**src/rtl/pc_fetch_stage_pkg.sv**
```systemverilog
// Shared constants and helpers for the program-counter / fetch stage.
package pc_fetch_stage_pkg;

  localparam logic [31:0] RESET_PC_DEFAULT = 32'h0000_0000;
  localparam logic [31:0] NOP_WORD         = 32'h0000_0000;
  localparam logic [31:0] PC_INC           = 32'd4;

  // Force a byte address onto a word boundary.
  function automatic logic [31:0] align_word(input logic [31:0] addr);
    return {addr[31:2], 2'b00};
  endfunction

endpackage

```
**src/rtl/pc_fetch_stage_pc_register.sv**
```systemverilog
// Program counter with reset / redirect / stall / sequential-advance next-PC selection.
module pc_fetch_stage_pc_register
  import pc_fetch_stage_pkg::*;
#(
  parameter logic [31:0] RESET_PC = RESET_PC_DEFAULT
) (
  input  logic        clk_i,
  input  logic        reset_i,
  input  logic        stall_i,
  input  logic        redirect_i,
  input  logic [31:0] target_i,
  output logic [31:0] pc_o
);

  logic [31:0] pc_d, pc_q;

  always_comb begin
    pc_d = pc_q;
    if (reset_i) begin
      pc_d = RESET_PC;
    end else if (redirect_i) begin
      pc_d = align_word(target_i);
    end else if (!stall_i) begin
      pc_d = pc_q + PC_INC;
    end
  end

  always_ff @(posedge clk_i) begin
    pc_q <= pc_d;
  end

  assign pc_o = pc_q;

endmodule

```
**src/rtl/pc_fetch_stage.sv**
```systemverilog
// Fetch stage: drives the PC to instruction memory and captures the returned word into IF/ID.
module pc_fetch_stage
  import pc_fetch_stage_pkg::*;
#(
  parameter logic [31:0] RESET_PC     = RESET_PC_DEFAULT,
  parameter int unsigned IMEM_WORDS_L = 7
) (
  input  logic        Clk,
  input  logic        Reset,
  input  logic        Stall,
  input  logic        Redirect,
  input  logic [31:0] RedirectTarget,
  input  logic [31:0] Instruction,
  output logic [31:0] Address,
  output logic [31:0] IfIdInstruction,
  output logic [31:0] IfIdPCPlus4,
  output logic        IfIdValid,
  output logic        MisalignErr,
  output logic        OutOfRange
);

  logic [31:0] pc;
  logic [31:0] instr_d, instr_q;
  logic [31:0] pc_plus4_d, pc_plus4_q;
  logic        valid_d, valid_q;
  logic        misalign_d, misalign_q;

  pc_fetch_stage_pc_register #(
    .RESET_PC(RESET_PC)
  ) u_pc_register (
    .clk_i     (Clk),
    .reset_i   (Reset),
    .stall_i   (Stall),
    .redirect_i(Redirect),
    .target_i  (RedirectTarget),
    .pc_o      (pc)
  );

  always_comb begin
    instr_d    = instr_q;
    pc_plus4_d = pc_plus4_q;
    valid_d    = valid_q;
    misalign_d = 1'b0;
    if (Reset) begin
      instr_d    = NOP_WORD;
      pc_plus4_d = 32'h0;
      valid_d    = 1'b0;
    end else if (Redirect) begin
      // Squash whatever was fetched this cycle; it belongs to the wrong path.
      instr_d    = NOP_WORD;
      pc_plus4_d = 32'h0;
      valid_d    = 1'b0;
      misalign_d = |RedirectTarget[1:0];
    end else if (!Stall) begin
      instr_d    = Instruction;
      pc_plus4_d = pc + PC_INC;
      valid_d    = 1'b1;
    end
  end

  always_ff @(posedge Clk) begin
    instr_q    <= instr_d;
    pc_plus4_q <= pc_plus4_d;
    valid_q    <= valid_d;
    misalign_q <= misalign_d;
  end

  assign Address         = pc;
  assign IfIdInstruction = instr_q;
  assign IfIdPCPlus4     = pc_plus4_q;
  assign IfIdValid       = valid_q;
  assign MisalignErr     = misalign_q;
  // Informational only: memory keeps fetching from the aliased low index bits.
  assign OutOfRange      = (pc >> (IMEM_WORDS_L + 2)) != 32'h0;

endmodule

```
**config.mk**
```make
export PLATFORM = sky130hd
export DESIGN_NAME = pc_fetch_stage
export DESIGN_NICKNAME = d
export VERILOG_FILES = /design/src/rtl/pc_fetch_stage_pkg.sv /design/src/rtl/pc_fetch_stage_pc_register.sv /design/src/rtl/pc_fetch_stage.sv
export SDC_FILE = /design/constraint.sdc
export NUM_CORES = 1
export LEC_CHECK = 0
export ABC_AREA = 1
export BUFFER_PORTS_ARGS = -buffer_cell sky130_fd_sc_hd__buf_2
export CELL_PAD_IN_SITES_DETAIL_PLACEMENT = 0
export CELL_PAD_IN_SITES_GLOBAL_PLACEMENT = 2
export CORE_MARGIN = 2
export CORE_UTILIZATION = 27
export DETAILED_ROUTE_END_ITERATION = 16
export GPL_TIMING_DRIVEN = 0
export PLACE_DENSITY = 0.81
export SETUP_SLACK_MARGIN = 0.5
export SYNTH_ARGS = -nofsm -noshare
export SYNTH_HDL_FRONTEND = slang
export SYNTH_SLANG_ARGS = --single-unit
```
**constraint.sdc**
```tcl
create_clock -name Clk -period 3.1 [get_ports Clk]
set_clock_uncertainty 0.05 [all_clocks]
set_input_delay 0.62 -clock Clk [delete_from_list [all_inputs] [get_ports Clk]]
set_output_delay 0.62 -clock Clk [all_outputs]
set_load 0.03 [all_outputs]
```
==> impl_metrics.ini, run 1 <==
[die]
chipHeight_um = 128.3
die_w_um = 128.3
coreArea_um2 = 15150
ios = 167
die_area_um2 = 16450
row_count = 45
start_util = 0.2753

[min_path]
hold_path_class = reg2reg
min-delay-start = IfIdPCPlus4[5]
min_to = IfIdPCPlus4[5]
hold_path_depth = 2

[place]
place_congestion = 0.8724
dp_hpwl_um = 11030
io_buffers = 161

[drt]
dr.pass1.iters = 4
num_vias = 4361
ant_nets = 0
drt-total-wl_um = 14270
top_layer = met5
detail_route.wl_per_cell_um = 15.16
drc_errors = 0
vias_per_cell = 4.634
first_iter_violations = 208
routed-wl-met2_um = 6648
wl_met1_um = 6272
route.met3.wl_um = 1088

[flow_run]
maxCapViolCount = 0

[timing]
grt_setup_unrepaired = false
finalCritPeriodShare = 0.7375
tightestPinTransition_ns = 0.6426
fin_setup_tns_ns = 0
slew_headroom = 0.5716
fin_crit_ns = 2.286
finalSetupViolCount = 0
timing.fmax_mhz = 437.4
hold_viol_final = 0
final-max-slew-violation-count = 0

[cts]
ctsLongestPathBuffers = 2
cts_setup_buffers = 0
htree_num_levels = 3
tritoncts.num_buffers = 9
hold_buffers = 0
insertion_delay_ns = 0.35
numClockSinks = 94
cts_tree = built
clk_pin_slew_ns = 0.07
clock_tree.root_cell = clkbuf_16
cts-resized-gates = 0

[yosys]
ys_seq_elements = 94
yosysWarnings = 0
ys.flop_type = dfxtp_1
synth_cell_types = 34
synthTopCellsByArea = dfxtp_1, nand2_1, nand3_1, a32oi_1, inv_1
synthArstFlopShare = 0
synth_edf_count = 0
synth_cells = 573
syn-cell-area_um2 = 4169
synth.avg_cell_area_um2 = 7.276
synth_top_area_frac = 0.4514
synth_top_cell_by_area = dfxtp_1
ys_seq_area_frac = 0.4514

[worst_setup_path]
end_kind = primary output
critical_path_arrival_ns = 1.62
worst-setup-path-type = reg2out
reg2reg_from = u_pc_register.pc_o[2]
worstPathRequired_ns = 2.43
r2r_cells = 8
cp_max_fo = 6
startpoint_type = flop
reg2reg_to = u_pc_register.pc_o[28]
rrSetupSlack_ns = 1.26

[cells_and_area]
syn_to_final_growth_pct = 33.37
layout-drive-gt1-share = 0.2815
diodes = 0
final_nets = 817

[power]
p_leak_nw = 2.769
power_mw = 2.940
power.density_nw_per_um2 = 528.7
ir_worst_vdd_mv = 0.3131

[grt]
grt_pass1_vias = 4185
track_usage = 0.1729
grt_max_degree = 17
grt_pass1_wl_um = 21850
antenna_found_initial = 2
grt_overflow = 0

[run_status]
status = finished clean
==> cells by family (layout without fill, tap and decap cells) <==
family | Yosys count | in the layout | synth area share
DFF | 94 | 94 | 0.4514
adders and majority gates | 1 | 1 | 0.003001
xor gates and xnor gates | 1 | 1 | 0.003903
and+or+nand+nor | 336 | 336 | 0.3517
AOI/OAI and AO/OA | 70 | 70 | 0.1167
other | 1 | 4 | 0.0008995
buffers and inverters | 70 | 247 | 0.07233
==> routing by layer <==
layer  vias to the layer above  track usage
li1                       2228            -
met1                      1984       0.2103
met2                       124       0.2857
met3                        23      0.05927
met4                         2      0.05818
met5                         -            0
==> synth_stat cells (all sizes together) (6+ instances only) <==
library cell / instances
dfxtp: 94
nand4: 6
nand3: 64
nand2: 204
a21oi: 24
o21ai: 7
clkbuf: 13
a32oi: 22
inv: 43
nor2: 51
a22o: 9
buf: 14
==> how the worst max path moves through the flow <==
stage / from / to / slack (ns)
after floorplan: u_pc_register.pc_o[23] / OutOfRange / 1.31
after global placement: Reset / u_pc_register.pc_o[3] / 1.04
after detailed placement: Reset / u_pc_register.pc_o[2] / 1.01
after CTS: u_pc_register.pc_o[24] / OutOfRange / 0.71
after global routing: u_pc_register.pc_o[24] / OutOfRange / 0.69
final: u_pc_register.pc_o[24] / OutOfRange / 0.81
==> stage by stage <==
stage	hold slack (ns)	util	cell area (µm²)	std cells	setup WS, ns
detailed placement	0.3867	0.3447	5221	925	1.006
global route	0.4049	0.3671	5560	941	0.6902
finish	0.4000	0.3671	5560	941	0.8137
floorplan	0.5267	-	4180	576	1.313
CTS	0.3956	0.3671	5560	941	0.7090
global placement	0.3851	0.3447	5221	925	1.037
==> worst max-delay path: stages (launching register included) <==
cell     delay [ns]
dfxtp_1        0.36
inv_1          0.09
nand4_1        0.09
nor4_1         0.32
nand4_1        0.17
buf_2          0.22
==> area by class of cell <==
class                           count  area [µm²]
Buffer                             27       137.6
Clock buffer                       11       252.7
Clock inverter                      5       86.33
Fill cell                        1666        9585
Inverter                           43       163.9
Multi-Input combinational cell    412        1997
Sequential cell                    94        1882
Tap cell                          188       235.2
Timing Repair Buffer              161       805.8
==> sequential cells by signal, summed over array words and instances, names as in the netlist <==
signal and flops:
IfIdPCPlus4 30, u_pc_register.pc_o 30, IfIdInstruction 32, MisalignErr 1
IfIdValid 1
==> placed cells by master, fill, tap and decap left out, types with 8 or more instances in the layout <==
cell type and n:
clkbuf_16 9, nand2_1 200, a21oi_1 24, clkbuf_1 13, buf_2 166, buf_4 8
a32oi_1 22, a22o_1 9, nor2_1 40, dfxtp_1 94, nand3_1 63, inv_1 40
==> power breakdown <==
group | total, mW | internal, mW | switching, mW | leakage (nW)
sequential | 1.31 | 1.25 | 0.0571 | 0.768
clock | 1.27 | 0.760 | 0.507 | 0.167
combinational | 0.360 | 0.117 | 0.243 | 1.83
total | 2.94 | 2.13 | 0.807 | 2.77
(Power assumes the default switching activity.)
==> inputs of run 2 (changes only) <==
- CORE_UTILIZATION: 27 -> 23
- PLACE_DENSITY: 0.81 -> 0.73
- clock period: 3.1 -> 1.89 ns (I/O delays scaled with it)
==> run 2 against run 1 <==
The run now ends with negative setup slack left. Setup slack worse by 0.84 ns. Final area grew 16%. First-iteration DRC count is 21% lower. Power grew 58%. Sequential share of layout area decreased by 2.9 points. Register-to-register slack worse by 0.90 ns.
==> impl_metrics.ini, run 2 (synthesized netlist as in run 1, its figures left out) <==
[cts]
clk_pin_slew_ns = 0.07
htree_num_levels = 3
insertion_delay_ns = 0.35
clock_tree.root_cell = clkbuf_16
tritoncts.num_buffers = 9
numClockSinks = 94
hold_buffers = 0
ctsLongestPathBuffers = 2
cts_tree = built

[die]
coreArea_um2 = 17900
start_util = 0.2329
die_w_um = 138.6
ios = 167
row_count = 49
die_area_um2 = 19220
chipHeight_um = 138.6

[worst_setup_path]
crit_family = simple AND/OR/NAND/NOR gates
path_buf_inv = 2
startpoint = u_pc_register.pc_o[27]
rrSetupSlack_ns = 0.36
end_kind = primary output
critical_path_arrival_ns = 1.49
cp_max_fo = 6
reg2reg_to = u_pc_register.pc_o[14]
crit_path_cell_trace = inv_2 > nand4_1 > nor4_4 > nand4_1 > buf_6
startpoint_type = flop
worst-setup-path-type = reg2out
worstPathRequired_ns = 1.46
crit_slowest_cell = dfxtp_4
critPathMaxStageDelay_ns = 0.37
reg2reg_from = u_pc_register.pc_o[2]
r2r_cells = 9
cp_common_cell = nand4_1

[timing]
finalSetupViolCount = 1
setup_slack_ns = -0.02404
timing.fmax_mhz = 522.5
finalCritPeriodShare = 1.013
hold_viol_final = 0
fin_crit_ns = 1.914
slew_headroom = 0.5931
final-max-slew-violation-count = 0
tightestPinTransition_ns = 0.6104
grt_setup_unrepaired = true

[grt]
met2_usage = 0.2595
top_usage_layer = met2
grt_overflow = 0
grt_max_degree = 15
antenna_found_initial = 2
grt_util_met1 = 0.2017
track_usage = 0.1571
grt_pass1_wl_um = 23980
grt_pass1_vias = 4354
grtUsageMet3 = 0.05145

[drt]
detail_route.wl_per_cell_um = 15.29
drc_errors = 0
first_iter_violations = 165
vias_per_cell = 4.490
ant_nets = 0
drt-total-wl_um = 15370
num_vias = 4512
dr.pass1.iters = 4

[cells_and_area]
final_cell_mix = nand2_1, buf_2, dfxtp_1
diodes = 0
largest_register_ffs = 32
design_area_um2 = 6429
stdcell_count = 1005
syn_to_final_growth_pct = 54.20
utilization = 0.3591
final_nets = 840
layout-drive-gt1-share = 0.4485
layout_commonest_cell = nand2_1

[min_path]
hold_path_class = in2reg
min-delay-start = RedirectTarget[9]
min_to = u_pc_register.pc_o[9]
hold_path_depth = 3

[power]
netSwitchingPower_mw = 1.315
p_int_mw = 3.321
switching_share = 0.2837
power.share.combinational = 0.150
seq_power_share = 0.465
clock_power_share = 0.385
p_leak_nw = 3.021
ir_worst_vdd_mv = 0.3975
power_mw = 4.636
power.density_nw_per_um2 = 721.1

[place]
dp_hpwl_um = 11580
place_congestion = 0.8184
post_dp_cell_area_um2 = 5381
place_ws_ns = -0.07886
placed_cells = 966
io_buffers = 161

[run_status]
status = complete, but fails checks
violations = negative setup slack

[flow_run]
maxCapViolCount = 0
-- run 2: cell count changes in the layout (fill, tap and decap cells not counted), sizes merged --
cell	before	now
clkbuf	24	31
bufinv	2	0
inv	46	43
buf	175	194
clkinv	0	2
-- run 2: metal layers --
layer	vias up	wire [µm]	part of all wire
met5	-	11	0.00072
met4	2	215	0.014
met3	17	1146	0.075
met2	135	7219	0.47
met1	2082	6774	0.44
li1	2276	-	-
-- run 2: layout make-up --
| cell class | count | area [µm²] |
|---|---|---|
| buffer | 27 | 151.4 |
| sequential | 94 | 1987 |
| clock buffer | 14 | 275.3 |
| timing repair buffer | 184 | 1112 |
| fill | 1939 | 11470 |
| clock inverter | 2 | 13.76 |
| multi-input combinational | 412 | 2434 |
| inverter | 43 | 168.9 |
| tap | 229 | 286.5 |
-- run 2: stage by stage --
step / hold WS [ns] / TNS [ns]
final: 0.1709 / -0.02404
after global routing: 0.1695 / -0.1233
after CTS: 0.1620 / -0.06830
after detailed placement: 0.3921 / -1.006
after global placement: 0.3849 / -0.9761
after floorplan: 0.4324 / 0
-- run 2: worst min-delay path, stage by stage --
cell and delay (ns):
buf_2 0.08, a32oi_1 0.04, nand2_1 0.05
-- run 2: what timing repair did --
item / CTS / global route
pin swaps: 32 / 36
setup endpoints to repair: 81 / 71
setup buffers: 11 / 12
resized for setup: 102 / 69
-- run 2: worst max-delay path by stage --
stage | endpoint | slack (ns) | cells past startpoint
3_3_place_gp | u_pc_register.pc_o[28] | -0.06 | 7
4_1_cts | OutOfRange | -0.07 | 5
2_1_floorplan | OutOfRange | 0.44 | 4
3_5_place_dp | u_pc_register.pc_o[28] | -0.08 | 7
5_1_grt | OutOfRange | -0.12 | 5
6_report | OutOfRange | -0.02 | 5
-- run 2: power groups by stage --
stage / registers (mW) / logic [mW] / clock network [mW]
5_1_grt: 2.17 / 0.753 / 1.94
3_3_place_gp: 2.20 / 0.600 / 0
4_1_cts: 2.15 / 0.662 / 1.85
2_1_floorplan: 2.33 / 0.222 / 0
3_5_place_dp: 2.20 / 0.604 / 0
6_report: 2.15 / 0.694 / 1.79
==> inputs of run 3 (changes only) <==
- CORE_UTILIZATION: 23 -> 27
- PLACE_DENSITY: 0.73 -> not set
- PLACE_DENSITY_LB_ADDON: not set -> 0.1
- clock period: 1.89 -> 2.36 ns (I/O delays scaled with it)
==> run 3 against run 2 <==
The flow now finishes without violations. Worst hold slack better by 0.086 ns. Setup slack better by 0.34 ns. Final area down 12%. Critical path depth unchanged.
==> impl_metrics.ini, run 3 (synthesized netlist as in run 1, its figures left out) <==
[drt]
first_iter_violations = 235
drc_errors = 0
vias_per_cell = 4.617
dr.pass1.iters = 4
detail_route.wl_per_cell_um = 15.19
drt-total-wl_um = 14420
num_vias = 4382
ant_nets = 0

[min_path]
hold_path_class = in2reg

[timing]
tightestPinTransition_ns = 0.7216
setup_slack_ns = 0.3147
hold_viol_final = 0
final-max-slew-violation-count = 0
finalCritPeriodShare = 0.8666
fin_setup_tns_ns = 0
slew_headroom = 0.5189
timing.fmax_mhz = 488.9
grt_setup_unrepaired = true
fin_crit_ns = 2.045
finalSetupViolCount = 0

[worst_setup_path]
path_buf_inv = 2
critical_path_arrival_ns = 1.52
crit_path_cell_trace = inv_2 > nand4_1 > nor4_2 > nand4_1 > buf_6
end_kind = primary output
crit_slowest_cell = dfxtp_4
startpoint_type = flop
cp_common_cell = nand4_1
crit_family = simple AND/OR/NAND/NOR gates
critPathMaxStageDelay_ns = 0.37
worst-setup-path-type = reg2out
worstPathRequired_ns = 1.84
cp_max_fo = 5

[place]
place_ws_ns = 0.4260
placed_cells = 925
place_congestion = 0.8216
io_buffers = 161
dp_hpwl_um = 11160

[cts]
numClockSinks = 94
cts_tree = built
htree_num_levels = 3
clk_pin_slew_ns = 0.07
clock_tree.root_cell = clkbuf_16
insertion_delay_ns = 0.35
hold_buffers = 0
ctsLongestPathBuffers = 2
tritoncts.num_buffers = 9

[cells_and_area]
syn_to_final_growth_pct = 35.11
largest_register_ffs = 32
layout-drive-gt1-share = 0.3132
final_nets = 824
stdcell_count = 949
final_cell_mix = nand2_1, buf_2, dfxtp_1
utilization = 0.3719
layout_commonest_cell = nand2_1

[power]
p_leak_nw = 2.782
power_mw = 3.646
ir_worst_vdd_mv = 0.3246
power.density_nw_per_um2 = 647.3

[die]
die_area_um2 = 16450
ios = 167
die_w_um = 128.3
row_count = 45
start_util = 0.2753
coreArea_um2 = 15150
chipHeight_um = 128.3

[run_status]
status = finished clean

[grt]
top_usage_layer = met2
antenna_found_initial = 1
grt_pass1_vias = 4343
grtUsageMet3 = 0.05384
grt_util_met1 = 0.2205
track_usage = 0.1801
met2_usage = 0.2963
grt_pass1_wl_um = 22730
grt_overflow = 0
grt_max_degree = 19

[flow_run]
maxCapViolCount = 0
[run 3: cell types whose count changed in the layout (fill, tap and decap cells not counted), moves of 19 or more]
cell,previous run,this run
buf_6,21,1
nand2_2,23,4
dfxtp_4,27,4
nand3_2,31,1
dfxtp_1,64,86
nand2_1,174,199
nand3_1,29,63
buf_2,140,165
[run 3: path summary, 6_finish.rpt]
| check | slack, ns | cells past startpoint | endpoint | start |
|---|---|---|---|---|
| max | 0.31 | 5 | OutOfRange | u_pc_register.pc_o[30] |
| min | 0.26 | 3 | u_pc_register.pc_o[4] | RedirectTarget[4] |
| max reg2reg | 0.66 | 9 | u_pc_register.pc_o[28] | u_pc_register.pc_o[2] |
| min reg2reg | 0.40 | 2 | IfIdPCPlus4[9] | IfIdPCPlus4[9] |
[run 3: layout make-up]
cell class | count | area [µm²]
fill | 1671 | 9513
sequential | 94 | 1902
tap | 188 | 235.2
multi-input combinational | 412 | 2038
buffer | 27 | 137.6
clock buffer | 9 | 225.2
clock inverter | 7 | 63.81
inverter | 43 | 163.9
timing repair buffer | 168 | 864.6
antenna | 1 | 2.502
[run 3: where the power goes]
group / internal (mW) / total [mW] / switching, mW
Combinational: 0.165 / 0.490 / 0.325
Sequential: 1.65 / 1.72 / 0.0738
Clock: 0.741 / 1.43 / 0.694
Total: 2.55 / 3.65 / 1.09
[run 3: per-stage QoR]
stage | area, µm² | hold WS [ns]
6_report | 5633 | 0.2574
5_1_grt | 5630 | 0.2685
4_1_cts | 5534 | 0.2510
3_5_place_dp | 5221 | 0.3895
3_3_place_gp | 5221 | 0.3858
2_1_floorplan | 4180 | 0.5267
[run 3: worst reg2reg max path, cell delays in order, from the launching register on]
cell,delay [ns]
dfxtp_2,0.39
ha_2,0.22
nand3_2,0.15
inv_1,0.11
nand2_1,0.16
nor2_2,0.22
nand2_1,0.09
nand2_1,0.06
nand3_1,0.11
nand2_1,0.07
[run 3: timing repair]
action,in CTS,in global routing
gates resized for setup,7,21
setup endpoints to repair,8,21
pin swaps,1,4
buffers inserted,0,7
[run 3: per-layer routing]
layer / part of all wire / routed length [µm] / vias to the layer above
met5: 0 / 0 / -
met4: 0.025 / 359 / 0
met3: 0.065 / 941 / 19
met2: 0.46 / 6643 / 126
met1: 0.45 / 6474 / 1985
li1: - / - / 2252
